[src/rtl/sram_like_arbiter_if.sv]
// sram_like_arbiter_if: sram-like request/response bundle shared by the inst, data and memory ports
interface sram_like_arbiter_if #(
  parameter int ADDR_W = 32,
  parameter int DATA_W = 32
);
  logic              req;
  logic              wr;
  logic [1:0]        size;
  logic [ADDR_W-1:0] addr;
  logic [DATA_W-1:0] wdata;
  logic              addr_ok;
  logic              data_ok;
  logic [DATA_W-1:0] rdata;
  modport master (output req, wr, size, addr, wdata, input addr_ok, data_ok, rdata);
  modport slave  (input req, wr, size, addr, wdata, output addr_ok, data_ok, rdata);
endinterface

[src/rtl/sram_like_arbiter.sv]
// sram_like_arbiter: round-robin sharing of one sram-like memory port between inst and data masters
module sram_like_arbiter #(
  parameter int ADDR_W = 32,
  parameter int DATA_W = 32
) (
  input logic                 clk,
  input logic                 resetn,
  sram_like_arbiter_if.slave  inst,
  sram_like_arbiter_if.slave  data,
  sram_like_arbiter_if.master mem
);
  typedef enum logic [1:0] {IDLE, ADDR, DATA} state_t;
  state_t            state, state_nx;
  logic              owner, last, arb, grant, winner;
  logic              lat_wr;
  logic [1:0]        lat_size;
  logic [ADDR_W-1:0] lat_addr;
  logic [DATA_W-1:0] lat_wdata;
  assign arb    = state == IDLE || (state == DATA && mem.data_ok);
  assign grant  = arb && (inst.req || data.req);
  assign winner = (inst.req && data.req) ? ~last : data.req;
  // state register
  always_ff @(posedge clk or negedge resetn)
    if (!resetn) state <= IDLE;
    else state <= state_nx;
  // next state: hold ADDR until accepted, hold DATA until response, otherwise follow the arbiter
  always_comb
    state_nx = state == ADDR ? (mem.addr_ok ? DATA : ADDR)
             : (state == DATA && !mem.data_ok) ? DATA
             : grant ? ADDR : IDLE;
  // capture the winner and its request fields so the memory side stays stable until accepted
  always_ff @(posedge clk or negedge resetn)
    if (!resetn) begin
      owner     <= 1'b0;
      last      <= 1'b0;
      lat_wr    <= 1'b0;
      lat_size  <= '0;
      lat_addr  <= '0;
      lat_wdata <= '0;
    end else if (grant) begin
      owner     <= winner;
      last      <= winner;
      lat_wr    <= winner ? data.wr    : inst.wr;
      lat_size  <= winner ? data.size  : inst.size;
      lat_addr  <= winner ? data.addr  : inst.addr;
      lat_wdata <= winner ? data.wdata : inst.wdata;
    end
  // outputs: handshakes forwarded only to the owner and only in the matching phase
  always_comb begin
    mem.req      = state == ADDR;
    mem.wr       = lat_wr;
    mem.size     = lat_size;
    mem.addr     = lat_addr;
    mem.wdata    = lat_wdata;
    inst.addr_ok = state == ADDR && !owner && mem.addr_ok;
    data.addr_ok = state == ADDR &&  owner && mem.addr_ok;
    inst.data_ok = state == DATA && !owner && mem.data_ok;
    data.data_ok = state == DATA &&  owner && mem.data_ok;
    inst.rdata   = mem.rdata;
    data.rdata   = mem.rdata;
  end
endmodule

[src/flat_wrapper.sv]
// flat-port wrapper written by rule: the top's interface ports become plain ports
module sram_like_arbiter_flat 
#(
  parameter int ADDR_W = 32,
  parameter int DATA_W = 32
)
  (clk, resetn, inst_req, inst_wr, inst_size, inst_addr, inst_wdata, inst_addr_ok, inst_data_ok, inst_rdata, data_req, data_wr, data_size, data_addr, data_wdata, data_addr_ok, data_data_ok, data_rdata, mem_req, mem_wr, mem_size, mem_addr, mem_wdata, mem_addr_ok, mem_data_ok, mem_rdata);
  sram_like_arbiter_if #(.ADDR_W(ADDR_W), .DATA_W(DATA_W)) inst_i ();
  sram_like_arbiter_if #(.ADDR_W(ADDR_W), .DATA_W(DATA_W)) data_i ();
  sram_like_arbiter_if #(.ADDR_W(ADDR_W), .DATA_W(DATA_W)) mem_i ();
  input logic clk;
  input logic resetn;
  input wire logic [$bits(inst_i.req)-1:0] inst_req;
  input wire logic [$bits(inst_i.wr)-1:0] inst_wr;
  input wire logic [$bits(inst_i.size)-1:0] inst_size;
  input wire logic [$bits(inst_i.addr)-1:0] inst_addr;
  input wire logic [$bits(inst_i.wdata)-1:0] inst_wdata;
  output wire logic [$bits(inst_i.addr_ok)-1:0] inst_addr_ok;
  output wire logic [$bits(inst_i.data_ok)-1:0] inst_data_ok;
  output wire logic [$bits(inst_i.rdata)-1:0] inst_rdata;
  input wire logic [$bits(data_i.req)-1:0] data_req;
  input wire logic [$bits(data_i.wr)-1:0] data_wr;
  input wire logic [$bits(data_i.size)-1:0] data_size;
  input wire logic [$bits(data_i.addr)-1:0] data_addr;
  input wire logic [$bits(data_i.wdata)-1:0] data_wdata;
  output wire logic [$bits(data_i.addr_ok)-1:0] data_addr_ok;
  output wire logic [$bits(data_i.data_ok)-1:0] data_data_ok;
  output wire logic [$bits(data_i.rdata)-1:0] data_rdata;
  output wire logic [$bits(mem_i.req)-1:0] mem_req;
  output wire logic [$bits(mem_i.wr)-1:0] mem_wr;
  output wire logic [$bits(mem_i.size)-1:0] mem_size;
  output wire logic [$bits(mem_i.addr)-1:0] mem_addr;
  output wire logic [$bits(mem_i.wdata)-1:0] mem_wdata;
  input wire logic [$bits(mem_i.addr_ok)-1:0] mem_addr_ok;
  input wire logic [$bits(mem_i.data_ok)-1:0] mem_data_ok;
  input wire logic [$bits(mem_i.rdata)-1:0] mem_rdata;
  assign inst_i.req = inst_req;
  assign inst_i.wr = inst_wr;
  assign inst_i.size = inst_size;
  assign inst_i.addr = inst_addr;
  assign inst_i.wdata = inst_wdata;
  assign inst_addr_ok = inst_i.addr_ok;
  assign inst_data_ok = inst_i.data_ok;
  assign inst_rdata = inst_i.rdata;
  assign data_i.req = data_req;
  assign data_i.wr = data_wr;
  assign data_i.size = data_size;
  assign data_i.addr = data_addr;
  assign data_i.wdata = data_wdata;
  assign data_addr_ok = data_i.addr_ok;
  assign data_data_ok = data_i.data_ok;
  assign data_rdata = data_i.rdata;
  assign mem_req = mem_i.req;
  assign mem_wr = mem_i.wr;
  assign mem_size = mem_i.size;
  assign mem_addr = mem_i.addr;
  assign mem_wdata = mem_i.wdata;
  assign mem_i.addr_ok = mem_addr_ok;
  assign mem_i.data_ok = mem_data_ok;
  assign mem_i.rdata = mem_rdata;
  sram_like_arbiter #(.ADDR_W(ADDR_W), .DATA_W(DATA_W)) u_core (.clk(clk), .resetn(resetn), .inst(inst_i), .data(data_i), .mem(mem_i));
endmodule
[config.mk]
export PLATFORM = sky130hd
export DESIGN_NAME = sram_like_arbiter_flat
export DESIGN_NICKNAME = d
export VERILOG_FILES = /design/src/rtl/sram_like_arbiter_if.sv /design/src/rtl/sram_like_arbiter.sv /design/src/flat_wrapper.sv
export SDC_FILE = /design/constraint.sdc
export NUM_CORES = 1
export LEC_CHECK = 0
export BUFFER_PORTS_ARGS = -buffer_cell sky130_fd_sc_hd__buf_2
export CAP_MARGIN = 5
export CORE_AREA = 5 5 116 118
export CTS_CLUSTER_SIZE = 20
export DETAILED_ROUTE_END_ITERATION = 10
export DIE_AREA = 0 0 121 123
export PLACE_DENSITY = 0.71
export SLEW_MARGIN = 20
export SYNTH_ARGS = -nofsm -noshare
export SYNTH_HDL_FRONTEND = slang
export SYNTH_SLANG_ARGS = --single-unit
[constraint.sdc]
create_clock -name clk -period 3.78 [get_ports clk]
set_input_delay 0 -clock clk [delete_from_list [all_inputs] [get_ports clk]]
set_output_delay 0 -clock clk [all_outputs]
set_load 0.01 [all_outputs]
==> flow_results.org <==
** Detailed routing
- The count of nets left with antenna violations once routing finished came out at 0.
- The routed layout has 3727 vias.
- Iteration count of the initial detailed-routing pass :: 4
- Initial DRC Count :: 160
- Via density :: 5.18
- Total DRC errors in the routed layout :: 0
- DR WL/cell :: 20.8 µm
- The final layout contains routed wiring with a total length of 15000 µm.

** Flow run
- Number of maximum-capacitance violations :: 0

** STA
- Final clock skew :: 0.00460 ns
- Final hold slack :: 0.0000405 ns
- Setup repair after global routing left no endpoint under its margin.
- Fin crit period :: 2.71 ns
- Maximum clock rate :: 369 MHz
- For the pin with the worst max-slew slack, the measured transition is 1.01 ns.
- Setup Total Neg Slack :: 0 ns
- Setup violations remaining at the end of the flow were counted as 0.
- Of the available clock period, the critical path in the final layout requires 0.717.
- The count of final max-slew check failures came to 0.
- The number of hold violations in the final report was 0.
- The worst pin sits at a relative slew slack of 0.327.

** Logic synthesis
- By area the synthesized netlist is led by sky130_fd_sc_hd__dfrtp_1, sky130_fd_sc_hd__a2bb2oi_1, sky130_fd_sc_hd__o32ai_1.
- Post-Synth XOR/XNOR Area :: 0
- The complex-gate fraction of the synthesized area is 0.335.
- The biggest area contributor in the post-synthesis netlist is sky130_fd_sc_hd__dfrtp_1.
- Summed instance area of the synthesized netlist :: 3720 µm²
- Simple-Gate Fraction of Synth Area :: 0.0118
- Of the total synthesized cell area, the portion taken by full adders, half adders and majority gates is 0.
- Synthesis handed over a netlist of 324 instances.
- The share of synthesized area in the top cell type comes to 0.471.
- By area, the combinational part of the netlist is dominated by compound AO/OA/AOI/OAI gates.
- Portion of the post-synthesis area used by sequential elements :: 0.471
- Mean cell area of the mapped netlist :: 11.5 µm²
- Mux share of post-synthesis cell area :: 0
- Number of warnings issued by yosys :: 0
- Post-synthesis register bit count :: 70
- Post-Synthesis Net Count :: 496
- In this run, distinct cell masters in the synthesized netlist total 23.

** Worst setup path
- At the worst endpoint, the arrival time is 2.95 ns.
- Of all nets on the critical path, the largest fanout is 40.
- Startpoint class of the critical path :: register
- Required time at the endpoint of the critical path :: 4.02 ns
- The worst setup path is captured at a register.
- Path type of the worst setup path :: reg -> reg

** Clock network
- Clock slew seen by the registers of the worst setup and hold paths :: 0.06 ns
- The H-tree generated during clock tree synthesis spans 3 levels.
- Buffers inserted during clock tree synthesis total 9.
- Sink Count :: 70
- In this run, post-CTS repair resized a total of 0 instances.
- Clock latency on the worst-skew pair, taken at its later pin, is 0.33 ns.
- Clock tree from TritonCTS :: done
- The number of setup buffers added after CTS is 0.
- No sink is reached through more buffers than the 2 on the longest clock path.
- CTS Root Cell :: sky130_fd_sc_hd__clkbuf_16
- Number of buffers inserted for hold repair after clock tree synthesis :: 89

** Run status
- Outcome :: finished, final reports clean

** Layout
- Relative to the synthesized area, the layout overhead comes to 50.3%.
- At the end of the flow, the number of nets in the layout was 713.
- Share of cells above drive strength 1 :: 0.441

** Pwr
- Internal :: 2530 µW
- Switch share :: 0.374
- Cell leakage power :: 0.00249 µW
- Peak supply drop :: 0.286 mV
- In this run the power spent charging and discharging nets is 1510 µW.
- Combinational cell fraction of total power :: 0.462
- Clock group share of total power :: 0.205
- Power density normalized to cell area :: 724 nW/µm²
- Of the total power, registers draw 0.332.

** Placed design
- Detailed placement finished with a half-perimeter wire length of 9810 µm.
- At the end of routability-driven placement, the weighted congestion stood at 0.749.
- Buffers added on ports :: 211

** GRT
- Entering global routing, the biggest net connects 71 pins.
- Gr usage total :: 0.194
- Overflow left after global routing :: 0
- Antenna violations before repair :: 2
- Vias in the first global route :: 4112
- Global-route wire length before repair :: 22400 µm

** Floorplan
- Core Region :: 12400 µm²
- The floorplan step set the die width to 121 µm.
- Total die area :: 14900 µm²
- After floorplanning, the core was divided into 41 placement rows.
- Starting utilization of the core area :: 0.301
- Vertical die dimension :: 123 µm
- 308 I/O pins were placed.

** Min path
- Min-delay worst type :: in -> out
## final timing paths
check,startpoint,end,slack (ns),depth (start not counted)
setup reg to reg,u_core.owner,u_core.mem.wdata[22],1.07,5
setup / recovery,u_core.owner,u_core.mem.wdata[22],1.07,5
max in group asynchronous,resetn,u_core.mem.wdata[1],2.86,2
hold reg to reg,u_core.mem.wdata[4],u_core.mem.wdata[4],0.53,1
hold / removal,mem_rdata[7],inst_rdata[7],0.00004,0
min in group asynchronous,resetn,u_core.mem.size[1],0.33,2
## critical path, cell delays in order (launching register included)
cell	delay, ns
sky130_fd_sc_hd__dfrtp_1	0.46
sky130_fd_sc_hd__a21bo_2	0.73
sky130_fd_sc_hd__buf_4	0.45
sky130_fd_sc_hd__o32ai_1	0.15
sky130_fd_sc_hd__dlygate4sd3_1	0.61
sky130_fd_sc_hd__a2bb2oi_1	0.19
## synthesized netlist by cell type
cell type,instances
sky130_fd_sc_hd__inv_1,3
sky130_fd_sc_hd__dfrtp_1,70
sky130_fd_sc_hd__buf_6,2
sky130_fd_sc_hd__a21bo_2,1
sky130_fd_sc_hd__nand2b_1,1
sky130_fd_sc_hd__o2bb2ai_1,1
sky130_fd_sc_hd__nor2b_1,2
sky130_fd_sc_hd__nor2_1,3
sky130_fd_sc_hd__nor3_1,2
sky130_fd_sc_hd__o32ai_1,66
sky130_fd_sc_hd__a211oi_2,1
sky130_fd_sc_hd__buf_2,16
sky130_fd_sc_hd__a2bb2oi_2,1
sky130_fd_sc_hd__inv_2,1
sky130_fd_sc_hd__nand2_1,1
sky130_fd_sc_hd__o32ai_2,1
sky130_fd_sc_hd__a21oi_1,1
sky130_fd_sc_hd__o21ai_0,1
sky130_fd_sc_hd__a2bb2oi_1,66
sky130_fd_sc_hd__buf_4,67
sky130_fd_sc_hd__clkbuf_1,15
sky130_fd_sc_hd__a21o_1,1
sky130_fd_sc_hd__a211oi_1,1
## routing by layer
metal | wire length [µm] | track usage
met3 | 1440 | 0.0622
met4 | 571 | 0.106
met1 | 5180 | 0.208
met5 | 7 | 0
met2 | 7770 | 0.339
## metrics by stage
stage	area, µm²	setup WS (ns)	total power, µW	std cells	utilization
6_report	5590	1.07	4040	720	0.452
5_1_grt	5580	0.941	4300	719	0.452
3_3_place_gp	4400	1.81	3040	613	0.356
4_1_cts	5580	1.15	4070	718	0.451
3_5_place_dp	4400	1.67	3090	613	0.356
2_1_floorplan	3720	2.49	2460	324	-
## final cells by class
| type | instances | area, µm² |
|---|---|---|
| diodes | 2 | 5.00 |
| flip-flops and latches | 70 | 1750 |
| well taps | 172 | 215 |
| clock inverters | 7 | 65.1 |
| clock buffers | 9 | 225 |
| inverters | 4 | 16.3 |
| repair buffers | 306 | 1990 |
| multi-input cells | 150 | 1310 |
| fillers | 1125 | 6780 |
## cells in the final DEF, fill, tap and decap left out, drive strengths merged, types with 2 or more instances in the layout
cell type	count
nor3	2
a2bb2oi	67
inv	3
clkinv	5
buf	217
clkinvlp	2
o32ai	67
a211oi	2
clkbuf	9
diode	2
dlygate4sd3	89
nor2	3
dfrtp	70
nor2b	2
## flip-flops by register name, indices dropped and copies added, names as in the netlist
register,flops
u_core.state,2
u_core.mem.size,2
u_core.mem.addr,32
u_core.owner,1
u_core.mem.wdata,32
u_core.mem.wr,1
## power by group through the flow
stage / sequential, µW / combinational [µW] / clock [µW]
after floorplan: 1470 / 990 / 0
after global placement: 1330 / 1700 / 0
after detailed placement: 1330 / 1760 / 0
after CTS: 1340 / 1870 / 859
after global routing: 1390 / 2010 / 894
final: 1340 / 1870 / 830
## kinds of logic (layout without fill, tap and decap cells)
logic type,count (synthesis),count (layout)
compound gates,141,141
buf+inv,104,326
flops,70,70
simple gates,9,9
other cells,0,2
No activity file was read; power rests on OpenSTA's default activity.
